[config.mk]
export PLATFORM = sky130hd
export DESIGN_NAME = arc4_gen_flat
export DESIGN_NICKNAME = d
export VERILOG_FILES = /design/src/rtl/arc4_gen_if.sv /design/src/rtl/arc4_gen.sv /design/src/flat_wrapper.sv
export SDC_FILE = /design/constraint.sdc
export NUM_CORES = 1
export LEC_CHECK = 0
export CAP_MARGIN = 20
export CORE_AREA = 2 2 90 127
export DETAILED_ROUTE_END_ITERATION = 6
export DIE_AREA = 0 0 92 129
export PLACE_DENSITY_LB_ADDON = 0.1
export RECOVER_POWER = 25
export SETUP_SLACK_MARGIN = 0.3
export SYNTH_ARGS = -nofsm -noshare
export SYNTH_HDL_FRONTEND = slang
export SYNTH_SLANG_ARGS = --single-unit
[constraint.sdc]
create_clock -name clk -period 9.6 [get_ports clk]
set_input_delay 0.96 -clock clk [delete_from_list [all_inputs] [get_ports clk]]
set_output_delay 0.96 -clock clk [all_outputs]
set_load 0.02 [all_outputs]
[src/rtl/arc4_gen_if.sv]
// rtl/arc4_gen_if.sv - start handshake and memory-port bundle for the arc4_gen core
`timescale 1ns/1ps
interface arc4_gen_if #(
    parameter int KEY_BYTES = 3
);
    logic                   en;
    logic                   rdy;
    logic [KEY_BYTES*8-1:0] key;
    logic [7:0]             ct_addr;
    logic [7:0]             ct_rddata;
    logic [7:0]             pt_addr;
    logic [7:0]             pt_rddata;
    logic [7:0]             pt_wrdata;
    logic                   pt_wren;
    logic [7:0]             s_addr;
    logic [7:0]             s_rddata;
    logic [7:0]             s_wrdata;
    logic                   s_wren;

    // Environment side: requests jobs and owns the memories
    modport master (
        output en, key, ct_rddata, pt_rddata, s_rddata,
        input  rdy, ct_addr, pt_addr, pt_wrdata, pt_wren, s_addr, s_wrdata, s_wren
    );

    // Core side
    modport slave (
        input  en, key, ct_rddata, pt_rddata, s_rddata,
        output rdy, ct_addr, pt_addr, pt_wrdata, pt_wren, s_addr, s_wrdata, s_wren
    );
endinterface

[src/rtl/arc4_gen.sv]
// rtl/arc4_gen.sv - parametrised ARC4 decryption core with key length and dropN keystream discard
`timescale 1ns/1ps
module arc4_gen #(
    parameter int KEY_BYTES = 3,
    parameter int DROP_N    = 0
) (
    input  logic        clk,
    input  logic        rst_n,
    arc4_gen_if.slave   bus
);
    localparam int         KW        = (KEY_BYTES > 1) ? $clog2(KEY_BYTES) : 1;
    localparam logic [9:0] DROP_LAST = 10'((DROP_N > 0) ? DROP_N - 1 : 0);

    // KSA_* walk the key schedule; KS_* is one keystream step shared by the
    // discard phase (prga=0) and the message phase (prga=1).
    typedef enum logic [4:0] {
        IDLE,
        INIT,
        KSA_RI, KSA_WI, KSA_RJ, KSA_WJ, KSA_SJ,
        KS_RI, KS_WI, KS_RJ, KS_WJ, KS_SJ, KS_RK, KS_KS,
        LEN_RD, LEN_WR
    } state_t;

    state_t                 state, state_nx;
    logic [KEY_BYTES*8-1:0] key_reg;
    logic [7:0]             i, j, si, sj, len;
    logic [8:0]             k;
    logic [KW-1:0]          kidx;
    logic [9:0]             drop_cnt;
    logic                   prga;
    logic [7:0]             key_byte;

    logic                   rdy;
    logic [7:0]             s_addr, s_wrdata, ct_addr, pt_addr, pt_wrdata;
    logic                   s_wren, pt_wren;

    logic last_i, drop_last, k_last;
    assign last_i    = (i == 8'hFF);
    assign drop_last = (drop_cnt == DROP_LAST);
    assign k_last    = (k == {1'b0, len});

    // The plaintext read port exists only for symmetry with the other memories
    logic unused_pt_rddata;
    assign unused_pt_rddata = ^bus.pt_rddata;

    // Select the current key byte, MSB-first, without a divider
    always_comb begin
        key_byte = '0;
        for (int b = 0; b < KEY_BYTES; b++) begin
            if (kidx == KW'(b)) key_byte = key_reg[KEY_BYTES*8-1-8*b -: 8];
        end
    end

    // State register
    always_ff @(posedge clk or negedge rst_n) begin
        if (!rst_n) state <= IDLE;
        else        state <= state_nx;
    end

    // Next state and memory-port decode; ports are quiet unless a state drives them
    always_comb begin
        state_nx  = state;
        rdy       = 1'b0;
        s_addr    = 8'd0;
        s_wrdata  = 8'd0;
        s_wren    = 1'b0;
        ct_addr   = 8'd0;
        pt_addr   = 8'd0;
        pt_wrdata = 8'd0;
        pt_wren   = 1'b0;
        case (state)
            IDLE: begin
                rdy = 1'b1;
                if (bus.en) state_nx = INIT;
            end
            INIT: begin
                s_addr   = i;
                s_wrdata = i;
                s_wren   = 1'b1;
                if (last_i) state_nx = KSA_RI;
            end
            KSA_RI: begin
                s_addr   = i;
                state_nx = KSA_WI;
            end
            KSA_WI: state_nx = KSA_RJ;
            KSA_RJ: begin
                s_addr   = j;
                state_nx = KSA_WJ;
            end
            // s[j] arrives this cycle and goes straight into s[i]
            KSA_WJ: begin
                s_addr   = i;
                s_wrdata = bus.s_rddata;
                s_wren   = 1'b1;
                state_nx = KSA_SJ;
            end
            KSA_SJ: begin
                s_addr   = j;
                s_wrdata = si;
                s_wren   = 1'b1;
                if (!last_i)         state_nx = KSA_RI;
                else if (DROP_N == 0) state_nx = LEN_RD;
                else                 state_nx = KS_RI;
            end
            KS_RI: begin
                s_addr   = i + 8'd1;
                state_nx = KS_WI;
            end
            KS_WI: state_nx = KS_RJ;
            KS_RJ: begin
                s_addr   = j;
                state_nx = KS_WJ;
            end
            KS_WJ: begin
                s_addr   = i;
                s_wrdata = bus.s_rddata;
                s_wren   = 1'b1;
                state_nx = KS_SJ;
            end
            KS_SJ: begin
                s_addr   = j;
                s_wrdata = si;
                s_wren   = 1'b1;
                state_nx = KS_RK;
            end
            // Post-swap s[i]+s[j] equals pre-swap si+sj; ciphertext read overlaps
            KS_RK: begin
                s_addr   = si + sj;
                ct_addr  = k[7:0];
                state_nx = KS_KS;
            end
            KS_KS: begin
                if (prga) begin
                    pt_addr   = k[7:0];
                    pt_wrdata = bus.ct_rddata ^ bus.s_rddata;
                    pt_wren   = 1'b1;
                    state_nx  = k_last ? IDLE : KS_RI;
                end else begin
                    state_nx  = drop_last ? LEN_RD : KS_RI;
                end
            end
            LEN_RD: begin
                ct_addr  = 8'd0;
                state_nx = LEN_WR;
            end
            LEN_WR: begin
                pt_addr   = 8'd0;
                pt_wrdata = bus.ct_rddata;
                pt_wren   = 1'b1;
                state_nx  = (bus.ct_rddata == 8'd0) ? IDLE : KS_RI;
            end
            default: state_nx = IDLE;
        endcase
    end

    // Datapath registers: indices, swap holding registers, counters and the latched key
    always_ff @(posedge clk or negedge rst_n) begin
        if (!rst_n) begin
            key_reg  <= '0;
            i        <= 8'd0;
            j        <= 8'd0;
            si       <= 8'd0;
            sj       <= 8'd0;
            len      <= 8'd0;
            k        <= 9'd0;
            kidx     <= '0;
            drop_cnt <= 10'd0;
            prga     <= 1'b0;
        end else begin
            case (state)
                IDLE: begin
                    if (bus.en) begin
                        key_reg  <= bus.key;
                        i        <= 8'd0;
                        j        <= 8'd0;
                        k        <= 9'd0;
                        kidx     <= '0;
                        drop_cnt <= 10'd0;
                        prga     <= 1'b0;
                    end
                end
                INIT: i <= i + 8'd1;
                KSA_WI: begin
                    si <= bus.s_rddata;
                    j  <= j + bus.s_rddata + key_byte;
                end
                KSA_SJ: begin
                    i    <= i + 8'd1;
                    kidx <= (kidx == KW'(KEY_BYTES - 1)) ? '0 : kidx + 1'b1;
                    // i wraps to 0 on its own; j restarts for the keystream
                    if (last_i) j <= 8'd0;
                end
                KS_RI: i <= i + 8'd1;
                KS_WI: begin
                    si <= bus.s_rddata;
                    j  <= j + bus.s_rddata;
                end
                KS_WJ: sj <= bus.s_rddata;
                KS_KS: begin
                    if (prga) k        <= k + 9'd1;
                    else      drop_cnt <= drop_cnt + 10'd1;
                end
                LEN_WR: begin
                    len  <= bus.ct_rddata;
                    k    <= 9'd1;
                    prga <= 1'b1;
                end
                default: ;
            endcase
        end
    end

    assign bus.rdy       = rdy;
    assign bus.s_addr    = s_addr;
    assign bus.s_wrdata  = s_wrdata;
    assign bus.s_wren    = s_wren;
    assign bus.ct_addr   = ct_addr;
    assign bus.pt_addr   = pt_addr;
    assign bus.pt_wrdata = pt_wrdata;
    assign bus.pt_wren   = pt_wren;
endmodule

[src/flat_wrapper.sv]
// flat-port wrapper written by rule: the top's interface ports become plain ports
module arc4_gen_flat 
#(
    parameter int KEY_BYTES = 3,
    parameter int DROP_N    = 0
)
  (clk, rst_n, bus_en, bus_key, bus_ct_rddata, bus_pt_rddata, bus_s_rddata, bus_rdy, bus_ct_addr, bus_pt_addr, bus_pt_wrdata, bus_pt_wren, bus_s_addr, bus_s_wrdata, bus_s_wren);
  arc4_gen_if #(.KEY_BYTES(KEY_BYTES)) bus_i ();
  input  logic clk;
  input  logic rst_n;
  input wire logic [$bits(bus_i.en)-1:0] bus_en;
  input wire logic [$bits(bus_i.key)-1:0] bus_key;
  input wire logic [$bits(bus_i.ct_rddata)-1:0] bus_ct_rddata;
  input wire logic [$bits(bus_i.pt_rddata)-1:0] bus_pt_rddata;
  input wire logic [$bits(bus_i.s_rddata)-1:0] bus_s_rddata;
  output wire logic [$bits(bus_i.rdy)-1:0] bus_rdy;
  output wire logic [$bits(bus_i.ct_addr)-1:0] bus_ct_addr;
  output wire logic [$bits(bus_i.pt_addr)-1:0] bus_pt_addr;
  output wire logic [$bits(bus_i.pt_wrdata)-1:0] bus_pt_wrdata;
  output wire logic [$bits(bus_i.pt_wren)-1:0] bus_pt_wren;
  output wire logic [$bits(bus_i.s_addr)-1:0] bus_s_addr;
  output wire logic [$bits(bus_i.s_wrdata)-1:0] bus_s_wrdata;
  output wire logic [$bits(bus_i.s_wren)-1:0] bus_s_wren;
  assign bus_i.en = bus_en;
  assign bus_i.key = bus_key;
  assign bus_i.ct_rddata = bus_ct_rddata;
  assign bus_i.pt_rddata = bus_pt_rddata;
  assign bus_i.s_rddata = bus_s_rddata;
  assign bus_rdy = bus_i.rdy;
  assign bus_ct_addr = bus_i.ct_addr;
  assign bus_pt_addr = bus_i.pt_addr;
  assign bus_pt_wrdata = bus_i.pt_wrdata;
  assign bus_pt_wren = bus_i.pt_wren;
  assign bus_s_addr = bus_i.s_addr;
  assign bus_s_wrdata = bus_i.s_wrdata;
  assign bus_s_wren = bus_i.s_wren;
  arc4_gen #(.KEY_BYTES(KEY_BYTES), .DROP_N(DROP_N)) u_core (.clk(clk), .rst_n(rst_n), .bus(bus_i));
endmodule
After elaboration in Yosys (flattened, before gate mapping)
Cells that the tools add are included.
- register bits: 91
- word-level logic and storage cells: 105
- output and inout bits: 43
- bits of input ports: 51
- reduce and logical (&&, ||, !) cells: 25
- muxes and demuxes: 37
- add/subtract/negate cells: 7
- bitwise operators: 1
- equal/unequal tests: 24
- operators by type and width (kind ; number):
    one-hot mux 5 bit (16 select lines) ; 1
    two-way mux 8 bit ; 9
    one-hot mux 8 bit (4 select lines) ; 2
    == test 5 x 4 -> 1 bit, second input constant ; 8
    one-hot mux 8 bit (2 select lines) ; 2
    one-hot mux 9 bit (3 select lines) ; 1
    adder 8 bit ; 3
    one-hot mux 8 bit (3 select lines) ; 1
    == test 5 x 3 -> 1 bit, second input constant ; 4
    two-way mux 10 bit ; 2
    one-hot mux 10 bit (2 select lines) ; 1
    two-way mux 9 bit ; 2
    two-way mux 5 bit ; 3
    adder 10 x 1 -> 10 bit, second input constant ; 1
    == test 5 x 2 -> 1 bit, second input constant ; 2
    logical NOT 10 bit ; 1
    AND reduction 2 bit ; 5
    adder 9 x 1 -> 9 bit, second input constant ; 1
    == test 9 x 8 -> 1 bit ; 1
    AND reduction 3 bit ; 3
    adder 8 x 1 -> 8 bit, second input constant ; 1
    == test 8 bit, second input constant ; 1
    logical NOT 8 bit ; 1
    two-way mux 4 bit ; 2
    21 further kinds ; 36

Longest topological paths before layout
- word-level depth: 6
- depth in mapped cells: 15
- mapped depth without buffers: 15

Least setup slack after synthesis
Ideal clock, no wire load.
- path kind: input -> register
- start point: input bus_s_rddata[0]
- end point: register u_core.j[7]
- arrival: 3.592 ns
- setup slack: 5.882 ns
- cell stages on the path: 15
- path buffers: 0
- cells stage by stage: ha_1 fa_1 a21o_1 a21oi_1 nor2b_1 or2_1 a21oi_1 xnor2_1 ha_1 o21ai_0 a31oi_1 nor2_1 xnor2_1 xnor2_1 a221o_1
- word-level cells in the longest chain between the ends: 3
- RTL lines (item ; line ; RTL):
    from (decl) ; flat_wrapper.sv:15 ; input wire logic [$bits(bus_i.s_rddata)-1:0] bus_s_rddata;
    adder 8 bit (*) ; arc4_gen.sv:186, arc4_gen.sv:197 ;
    adder 8 bit ; arc4_gen.sv:186 ; j <= j + bus.s_rddata + key_byte;
    one-hot mux 8 bit (4 select lines) (*) ; arc4_gen.sv:171 ; case (state)
    to (signal assigned) ; arc4_gen.sv:186 ;
    to (signal assigned) ; arc4_gen.sv:197 ; j <= j + bus.s_rddata;
    to (decl) ; arc4_gen.sv:26 ; logic [7:0] i, j, si, sj, len;
Mark *: on every way between the ends. The rest lies on a longest branch, timed or not.
A chain may end at the register's enable or synchronous reset.

==> results.md <==
* Status: finished, violations left
* Failing checks: capacitance limit, slew limit
* FMAX at about 220 MHz
* Cells on worst reg2reg path at 15
* Worst stage delay on the critical path at between 1500 and 2000 ps
* TritonCTS Buffers at 9
* Synthesis Warnings at 0
* Yosys top cell area share at between 30% and 40%
* Sw power at 0.899 mW
* Power Dens Cells at ~300 nW/µm²
* Mapped Cells at 659
* Period utilization at between 40% and 50%
* Worst Path Arrival at approximately 4500 ps
* Total iterations of the first detailed-routing run at 7
* Post-Place Worst Slack at roughly 5000 ps
* Fillers at between 900 and 1k
* Crit-path max FO at 47
* Die Area at 11900 µm²
* Clock-pin transition on the worst setup and hold timing paths at 60 ps
* Hold Slack at about 470 ps
* Clk_skew at a little under 7 ps
* R2R Path End: u_core.j[7]
* Share of cells above drive strength 1 at 8.04%
* CP required at roughly 9500 ps
* Synth area leader: dfrtp_1
* Max FFs per register at 24
* Nature of the critical path startpoint: primary input
* Leak pwr at 3.19 nW
* Hpwl dp at a little over 10000 µm
* Slew @ Worst Pin at approximately 2500 ps
* MaxCap Viol Count at 2
* Initial Utilization at between 50% and 60%
* CP Launch Point: rst_n
* Final hold vios at 0
* Number of buffers added on ports at 85
* Hold Path Cell Cnt at 2
* Setup repair after global routing missed its margin: no
* Final net count at 810
* Total number of vias at 5125
* Slowest-stage cell, CP: clkbuf_1
* Clk network pwr share at approximately 17%
* Gp weighted congestion at 0.863
* P_int at 1.22 mW
* Chip width at 92 µm
* Worst-Skew Late Latency at ~340 ps
* Sequential fraction of the synthesis area at between 30 and 40%
* Setup crit end kind: asynchronous set/reset pin
* Distinct cells, synth at 56
* Critical Path, Cell by Cell: clkbuf_1 > clkbuf_1
* First-pass GRT wire length at ~24000 µm
* # hold bufs at CTS at 0
* Post-CTS resize count at 0
* IO Pins at 94
* DRC Markers at 0
* Layout area overhead at 21.3%
* CTS sink cnt at 90
* First DRT Iteration DRCs at approximately 430
* Crit path top cell by count: clkbuf_1
* N_diodes at 0
* Post-synthesis register bit count at 90
* Cell family with the largest share of critical-path delay: buffers and inverters
* Final min period at ~4600 ps
* Fin Setup TNS at 0 ps
* Switching Share at between 40% and 50%
* Hold Path Class: flop to flop
* Worst Slack Setup Final at ~5000 ps
* # setup viols final at 0
* Hold endpoint: u_core.key_reg[17]
* TritonCTS clock tree: built
* Synth Net Count at approximately 740
* Antenna-violating nets left at 0
* Part of the power in registers at 31.0%
* Die Y at around 130 µm
* WP buf/inv at 2
* GRT Residual Overflow at 0
* Reg2reg start: u_core.j[0]
* Synth Cell Area at about 5800 µm²
* Vias in the first global route at between 4k and 5k
* Multi-input combinational cell area at 3290 µm²
* Max Root-Sink Buffers at 2
* WL final at ~14000 µm
* Comb pwr share at 52.4%
* Hold path start: u_core.key_reg[17]
* Top cells by area, synth: dfrtp_1, nand2_1, ha_1
* CTS root buffer: clkbuf_16
* Max-slew violation count at 93
* GRT Total Usage at between 20% and 30%
* Core Box Area at roughly 11000 µm²
* FF-to-FF setup slack at approximately 6200 ps
* CTS HTree Levels at 3
* DR vias/cell at between 5 and 6
* Avg Cell Area, Syn at a little under 9 µm²
* CP Class: primary input to asynchronous set/reset pin
* DR WL/cell at between 15 and 20 µm
* Relative slew slack at -64.0%
* Peak supply drop at 140 µV
* Initial antenna violation count at 0
* Register area at approximately 2300 µm²
* Post-CTS setup buffer count at 0
* Async S/R FF share, synth at between 90% and 100%
* Num rows at 45
* EDFF count, synth at 0
* Predominant post-synthesis flop cell: dfrtp_1
* Largest net degree at the start of global routing at 48
==> final cells by class <==
| cell class | instances | share of cell area [%] |
|---|---|---|
| Tap cell | 141 | 2.52 |
| Clock inverter | 2 | 0.537 |
| Inverter | 27 | 1.45 |
| Multi-Input combinational cell | 512 | 47.0 |
| Sequential cell | 90 | 32.2 |
| Clock buffer | 12 | 3.67 |
| Timing Repair Buffer | 91 | 12.7 |
==> power groups by stage <==
stage / clock, mW / sequential [mW] / combinational (mW)
floorplan: 0 / 0.581 / 0.885
global placement: 0 / 0.655 / 1.07
detailed placement: 0 / 0.662 / 1.10
CTS: 0.359 / 0.655 / 1.11
global route: 0.372 / 0.679 / 1.24
finish: 0.352 / 0.658 / 1.11
==> stage by stage <==
stage	total power [mW]	cells	util, %	cell area (µm²)
detailed placement	1.76	861	62.7	6710
global placement	1.72	861	62.7	6710
finish	2.12	875	65.4	7000
CTS	2.12	875	65.5	7000
floorplan	1.47	659	-	5770
global route	2.29	875	65.4	7000
==> how the worst max path moves through the flow <==
stage                      end  slack (ps)  cells past startpoint
2_1_floorplan      u_core.j[7]        5880                     15
3_3_place_gp       u_core.j[7]        5040                     16
3_5_place_dp       u_core.j[7]        4960                     16
4_1_cts        bus_s_wrdata[3]        5260                      6
5_1_grt          u_core.len[4]        4070                      2
6_report       u_core.state[0]        4990                      2
==> layer usage <==
layer | part of all wire (%) | vias up | global-route usage [%]
li1 | - | 2469 | -
met1 | 41 | 2436 | 30.8
met2 | 50 | 191 | 42.6
met3 | 5.9 | 29 | 2.93
met4 | 3.1 | 0 | 11.9
met5 | 0 | - | 0
==> cell families (layout without fill, tap and decap cells) <==
family                     count (synthesis)  in the layout  synth area share (%)
AOI/OAI and AO/OA                        143            143                  16.1
xor gates and xnor gates                  40             40                  6.07
adders and majority gates                 28             28                  6.47
buffers and inverters                     57            132                  3.97
DFF                                       90             90                  39.1
muxes                                     33             33                  6.25
and+or+nand+nor                          268            268                  22.0
==> layout by cell type (no fill, tap or decap), types with 14 or more instances in the layout <==
cell type,count
a21oi_1,20
nand3_1,22
inv_1,26
a222oi_1,14
xnor2_1,16
and3_1,15
nand2_1,124
ha_1,25
clkdlybuf4s50_1,84
dfrtp_1,90
nor2_1,43
o21ai_0,51
mux2_2,24
xor2_1,24
==> cells in the mapped netlist (4+ instances only) <==
cell / count
buf_2: 6
clkbuf_1: 18
nor2_1: 43
nand3_1: 22
dfrtp_1: 90
nor4_1: 6
nor3_1: 10
ha_1: 25
and2_1: 10
o21ai_0: 51
nand4_1: 4
nand2b_1: 11
o31ai_1: 5
a222oi_1: 14
a221oi_1: 4
o21ai_1: 12
a21o_1: 8
a221o_1: 5
mux2i_1: 9
inv_1: 26
a21oi_1: 20
xnor2_1: 16
mux2_2: 24
buf_1: 4
and3_1: 15
xor2_1: 24
o22ai_1: 5
nor3_2: 4
nand2_1: 124
Power figures use the tool's default switching activity.
